--- config.mk ---
export PLATFORM = sky130hd
export DESIGN_NAME = a_res_sched_flat
export DESIGN_NICKNAME = d
export VERILOG_FILES = /design/src/rtl/a_res_sched_pkg.sv /design/src/rtl/a_res_sched_if.sv /design/src/rtl/a_res_wheel.sv /design/src/rtl/a_res_sched.sv /design/src/flat_wrapper.sv
export SDC_FILE = /design/constraint.sdc
export NUM_CORES = 1
export LEC_CHECK = 0
export BUFFER_PORTS_ARGS = -buffer_cell sky130_fd_sc_hd__buf_2
export CAP_MARGIN = 15
export CORE_MARGIN = 2
export CORE_UTILIZATION = 50
export CTS_CLUSTER_DIAMETER = 80
export CTS_CLUSTER_SIZE = 10
export DETAILED_ROUTE_END_ITERATION = 8
export MAX_ROUTING_LAYER = met4
export PLACE_DENSITY = 0.68
export SKIP_CTS_REPAIR_TIMING = 1
export SYNTH_ARGS = -nofsm -noshare
export SYNTH_HDL_FRONTEND = slang
export SYNTH_HIERARCHICAL = 1
export SYNTH_SLANG_ARGS = --single-unit
--- constraint.sdc ---
create_clock -name clk -period 3.6 [get_ports clk]
set_input_delay 1.08 -clock clk [delete_from_list [all_inputs] [get_ports clk]]
set_output_delay 1.08 -clock clk [all_outputs]
set_load 0.005 [all_outputs]
--- src/rtl/a_res_sched_pkg.sv ---
// Shared constants, A-bus source codes and slot record for the A-register result scheduler.
package a_res_sched_pkg;

  localparam int unsigned DELAY_W    = 4;
  localparam int unsigned SRC_W      = 4;
  localparam int unsigned AREG_W     = 3;
  localparam int unsigned NUM_AREG   = 8;
  localparam int unsigned SLOT_DEPTH = (1 << DELAY_W) - 1;

  // A-bus source select codes
  localparam logic [SRC_W-1:0] ABUS_NONE = 4'd0;
  localparam logic [SRC_W-1:0] ABUS_IMM  = 4'd1;
  localparam logic [SRC_W-1:0] ABUS_MEM  = 4'd2;
  localparam logic [SRC_W-1:0] ABUS_ADD  = 4'd3;
  localparam logic [SRC_W-1:0] ABUS_MUL  = 4'd4;
  localparam logic [SRC_W-1:0] ABUS_POP  = 4'd5;
  localparam logic [SRC_W-1:0] ABUS_SREG = 4'd6;

  typedef struct packed {
    logic              valid;
    logic [SRC_W-1:0]  src;
    logic [AREG_W-1:0] dest;
  } slot_t;

  localparam slot_t SLOT_EMPTY = '0;

  // A zero delay on a register-writing instruction still needs one cycle to reach the write port.
  function automatic logic [DELAY_W-1:0] eff_delay(input logic [DELAY_W-1:0] delay,
                                                   input logic              dest_en);
    logic [DELAY_W-1:0] res;
    res = delay;
    if (dest_en && (delay == '0)) begin
      res = DELAY_W'(1);
    end
    return res;
  endfunction

endpackage

--- src/rtl/a_res_sched_if.sv ---
// Issue-side and write-back signals of the A-register result scheduler.
interface a_res_sched_if;
  import a_res_sched_pkg::*;

  logic                i_issue;
  logic                i_dest_en;
  logic [DELAY_W-1:0]  i_delay;
  logic [SRC_W-1:0]    i_src;
  logic [AREG_W-1:0]   i_dest;
  logic                o_issue_ok;
  logic                o_wb_valid;
  logic [SRC_W-1:0]    o_wb_src;
  logic [AREG_W-1:0]   o_wb_dest;
  logic [NUM_AREG-1:0] o_a_busy;

  modport master (
    output i_issue, i_dest_en, i_delay, i_src, i_dest,
    input  o_issue_ok, o_wb_valid, o_wb_src, o_wb_dest, o_a_busy
  );

  modport slave (
    input  i_issue, i_dest_en, i_delay, i_src, i_dest,
    output o_issue_ok, o_wb_valid, o_wb_src, o_wb_dest, o_a_busy
  );

endinterface

--- src/rtl/a_res_wheel.sv ---
// Timing wheel: slot k holds the write-back due k cycles from now; shifts one slot per clock,
// with an indexed insert (by delay) and an indexed occupancy lookup.
module a_res_wheel
  import a_res_sched_pkg::*;
(
  input  logic               clk,
  input  logic               rst,
  input  logic               ins_en,
  input  logic [DELAY_W-1:0] ins_delay,
  input  slot_t              ins_slot,
  input  logic [DELAY_W-1:0] look_delay,
  output logic               look_valid,
  output slot_t              head
);

  localparam logic [DELAY_W-1:0] MaxDelay = DELAY_W'(SLOT_DEPTH);

  slot_t              slot_q [SLOT_DEPTH];
  slot_t              slot_d [SLOT_DEPTH];
  logic [DELAY_W-1:0] ins_idx;

  assign ins_idx = ins_delay - DELAY_W'(1);

  // An insert lands one slot below its delay because the whole wheel advances on the same edge.
  always_comb begin
    for (int k = 0; k < SLOT_DEPTH - 1; k++) begin
      slot_d[k] = slot_q[k+1];
    end
    slot_d[SLOT_DEPTH-1] = SLOT_EMPTY;
    if (ins_en && (ins_delay != '0)) begin
      slot_d[ins_idx] = ins_slot;
    end
  end

  always_ff @(posedge clk or negedge rst) begin
    if (!rst) begin
      for (int k = 0; k < SLOT_DEPTH; k++) begin
        slot_q[k] <= SLOT_EMPTY;
      end
    end else begin
      for (int k = 0; k < SLOT_DEPTH; k++) begin
        slot_q[k] <= slot_d[k];
      end
    end
  end

  always_comb begin
    look_valid = 1'b0;
    if (look_delay != MaxDelay) begin
      look_valid = slot_q[look_delay].valid;
    end
  end

  // Empty slots are stored as all-zero, so head fields are already 0 when not valid.
  assign head = slot_q[0];

endmodule

--- src/rtl/a_res_sched.sv ---
// A-register result scheduler: times A-register write-backs and tracks per-register reservations.
// A_RES_SLOT_CHECK_EN makes issue also stall on a write-back slot collision.
module a_res_sched
  import a_res_sched_pkg::*;
(
  input logic          clk,
  input logic          rst,
  a_res_sched_if.slave bus
);

  logic [NUM_AREG-1:0] busy_q;
  logic [NUM_AREG-1:0] busy_d;
  logic [DELAY_W-1:0]  deff;
  logic                look_valid;
  logic                coll;
  logic                issue_ok;
  logic                acc;
  slot_t               ins_slot;
  slot_t               head;

  assign deff = eff_delay(bus.i_delay, bus.i_dest_en);

`ifdef A_RES_SLOT_CHECK_EN
  assign coll = look_valid;
`else
  logic unused_look_valid;
  assign unused_look_valid = look_valid;
  assign coll = 1'b0;
`endif

  always_comb begin
    issue_ok = 1'b1;
    if (bus.i_dest_en) begin
      issue_ok = !busy_q[bus.i_dest] && !coll;
    end
  end

  assign acc = bus.i_issue && bus.i_dest_en && issue_ok;

  always_comb begin
    ins_slot       = SLOT_EMPTY;
    ins_slot.valid = 1'b1;
    ins_slot.src   = bus.i_src;
    ins_slot.dest  = bus.i_dest;
  end

  a_res_wheel u_wheel (
    .clk        (clk),
    .rst        (rst),
    .ins_en     (acc),
    .ins_delay  (deff),
    .ins_slot   (ins_slot),
    .look_delay (deff),
    .look_valid (look_valid),
    .head       (head)
  );

  // Set after clear so a same-cycle reissue to the retiring register keeps its reservation.
  always_comb begin
    busy_d = busy_q;
    if (head.valid) begin
      busy_d[head.dest] = 1'b0;
    end
    if (acc) begin
      busy_d[bus.i_dest] = 1'b1;
    end
  end

  always_ff @(posedge clk or negedge rst) begin
    if (!rst) begin
      busy_q <= '0;
    end else begin
      busy_q <= busy_d;
    end
  end

  assign bus.o_issue_ok = issue_ok;
  assign bus.o_wb_valid = head.valid;
  assign bus.o_wb_src   = head.src;
  assign bus.o_wb_dest  = head.dest;
  assign bus.o_a_busy   = busy_q;

endmodule

--- src/flat_wrapper.sv ---
// flat-port wrapper written by rule: the top's interface ports become plain ports
module a_res_sched_flat import a_res_sched_pkg::*;
  (clk, rst, bus_i_issue, bus_i_dest_en, bus_i_delay, bus_i_src, bus_i_dest, bus_o_issue_ok, bus_o_wb_valid, bus_o_wb_src, bus_o_wb_dest, bus_o_a_busy);
  a_res_sched_if bus_i ();
  input logic clk;
  input logic rst;
  input wire logic [$bits(bus_i.i_issue)-1:0] bus_i_issue;
  input wire logic [$bits(bus_i.i_dest_en)-1:0] bus_i_dest_en;
  input wire logic [$bits(bus_i.i_delay)-1:0] bus_i_delay;
  input wire logic [$bits(bus_i.i_src)-1:0] bus_i_src;
  input wire logic [$bits(bus_i.i_dest)-1:0] bus_i_dest;
  output wire logic [$bits(bus_i.o_issue_ok)-1:0] bus_o_issue_ok;
  output wire logic [$bits(bus_i.o_wb_valid)-1:0] bus_o_wb_valid;
  output wire logic [$bits(bus_i.o_wb_src)-1:0] bus_o_wb_src;
  output wire logic [$bits(bus_i.o_wb_dest)-1:0] bus_o_wb_dest;
  output wire logic [$bits(bus_i.o_a_busy)-1:0] bus_o_a_busy;
  assign bus_i.i_issue = bus_i_issue;
  assign bus_i.i_dest_en = bus_i_dest_en;
  assign bus_i.i_delay = bus_i_delay;
  assign bus_i.i_src = bus_i_src;
  assign bus_i.i_dest = bus_i_dest;
  assign bus_o_issue_ok = bus_i.o_issue_ok;
  assign bus_o_wb_valid = bus_i.o_wb_valid;
  assign bus_o_wb_src = bus_i.o_wb_src;
  assign bus_o_wb_dest = bus_i.o_wb_dest;
  assign bus_o_a_busy = bus_i.o_a_busy;
  a_res_sched u_core (.clk(clk), .rst(rst), .bus(bus_i));
endmodule
==> flow_metrics.tcl <==
set metrics [dict create \
    fin_ws_ps 158 \
    routed_wl_mm 9.19 \
    dpl_worst_slack_ps 95.4 \
    slew_violations 0 \
    drc 0 \
    period_needed_ps 3440 \
    cts_inserted_buffers 17 \
    final_cell_mix "dfrtp_1 (128), mux2_2 (112), buf_2 (30), clkbuf_16 (16), buf_4 (12)" \
    drt_iter0_drc 143 \
    grt_pass1_vias 2921 \
    cp_slowest_stage_delay_ps 400 \
    hold_violations 0 \
    hpwl_mm 5.71 \
    fmax_mhz 290 \
    start_util_pct 51.8 \
    wire_per_inst_um 17.4 \
    drtAntennaViolNets 0 \
    cts_sinks 128 \
    maxCapViolations 0 \
    clockBufferDepth 2 \
    clkTransAtPathRegs_ps 60 \
    cts_root_buffer "clkbuf_8" \
    groute.usage.overall_pct 18.9 \
    fillers 732 \
    crit_family "compound AO/OA/AOI/OAI gates" \
    cp.arrival_ps 2360 \
    drive_above_1_share_pct 50.8 \
    worst_pin_slew_ps 511 \
    crit_top_cell "buf_2" \
    antenna_found_initial 0 \
    cp_max_fo 24 \
    drtPass1Iterations 4 \
    rsz0062_at_grt "false" \
    dieWidth_um 105 \
    gr-total-overflow 0 \
    fin_skew_ps 7.36 \
    port_buffers 31 \
    syn_inst 344 \
    tns_ps 0 \
    num_rows 36 \
    nNetsFinal 398 \
    cts_tree "yes" \
    final_common_cell "dfrtp_1" \
    syn_to_final_growth_pct 16.9 \
    antenna_cells 0 \
    grt_pass1_wl_mm 15.4 \
    crit_path_cell_trace "buf_2 -> nand3b_2 -> o21ai_2 -> a222oi_1 -> nand2b_1 -> buf_2" \
    drt-vias-per-instance 5.37 \
    slowest_stage "a222oi_1" \
    avgSynthCellArea_um2 14.9 \
    cp.buffers_inverters 2 \
    p_leak_nw 3.02 \
    slew_headroom_pct 65.9 \
    power_frac_seq_pct 44.9 \
    ys_warn_count 6 \
    switchingPower_uw 832 \
    critPathLaunchType "input pin" \
    status "finished clean" \
    clockPowerShare_pct 48.9 \
    fin_crit_sh_pct 95.6 \
    vdd_ir_drop_max_mv 0.307 \
    endpoint_kind "output port" \
    comb_power_share_pct 6.2 \
    hp-class "flip-flop to flip-flop" \
    multi_input_area_mm2 0.00176 \
    die_h_um 105 \
    netSwitchingFraction_pct 24.2 \
    grt_max_degree 59 \
    core_mm2 0.00986 \
    die_area_mm2 0.0111 \
    ios 32 \
    vias 2842 \
    clkLatencyLatePin_ps 510 \
    htreeDepth 4 \
    crit_required_ps 2520 \
    mappedNetlistArea_mm2 0.00511 \
    worst-setup-path-type "input pin to output port" \
    pwr_density_cell_mw_per_mm2 576 \
    p_int_mw 2.61 \
    setup_violations 0 \
    regArea_mm2 0.00320 \
    gp_congestion 0.941 \
]
[final timing paths]
check,endpoint,from,cells after the start,slack (ps)
worst min register to register,u_core/u_wheel/slot_q[111]$_DFF_PN0_,u_core/u_wheel/slot_q[103]$_DFF_PN0_,1,470
worst min-delay path,u_core/u_wheel/slot_q[111]$_DFF_PN0_,u_core/u_wheel/slot_q[103]$_DFF_PN0_,1,470
min in group asynchronous,u_core/bus.o_a_busy[0]$_DFF_PN0_,rst,1,540
max in group asynchronous,u_core/u_wheel/slot_q[15]$_DFF_PN0_,rst,2,2250
worst max-delay path,bus_o_issue_ok,bus_i_dest[2],6,160
worst max register to register,u_core/u_wheel/slot_q[90]$_DFF_PN0_,u_core/bus.o_a_busy[3]$_DFF_PN0_,7,1150
[metrics by stage]
stage / util, % / power, mW / hold WS (ps) / instance area (µm²) / std cells
floorplan: - / 1.69 / 454 / 5130 / 349
global placement: 54.7 / 1.78 / 456 / 5390 / 497
detailed placement: 54.7 / 1.79 / 462 / 5390 / 497
CTS: 60.6 / 3.48 / 476 / 5980 / 529
global route: 60.6 / 3.60 / 487 / 5980 / 529
finish: 60.6 / 3.44 / 472 / 5980 / 529
[layer usage]
layer | wire [µm] | part of all wire [%] | vias to the layer above | GRT usage [%]
li1 | - | - | 1274 | -
met2 | 4540 | 49 | 81 | 28.1
met3 | 398 | 4.3 | 7 | 5.74
met1 | 4170 | 45 | 1480 | 25.3
met4 | 74 | 0.81 | 0 | 5.62
met5 | 0 | 0 | - | -
[power groups by stage]
stage	Combinational [mW]	Sequential, mW	Clock (mW)
floorplan	0.126	1.56	0
global placement	0.208	1.57	0
detailed placement	0.215	1.57	0
CTS	0.216	1.55	1.72
global route	0.238	1.55	1.81
finish	0.213	1.55	1.68
[state kept, by name (all words and copies together), names as in the netlist]
name	cells
u_core/bus.o_a_busy	8
u_core/u_wheel/slot_q	112
u_core/u_wheel/head	8
[layout make-up]
type / instances / share of cell area (%)
well taps: 133 / 2.78
clock buffers: 17 / 6.93
clock inverters: 15 / 2.89
inverters: 1 / 0.0628
repair buffers: 43 / 4.35
multi-input cells: 192 / 29.4
flip-flops and latches: 128 / 53.6
Power figures use the tool's default switching activity.
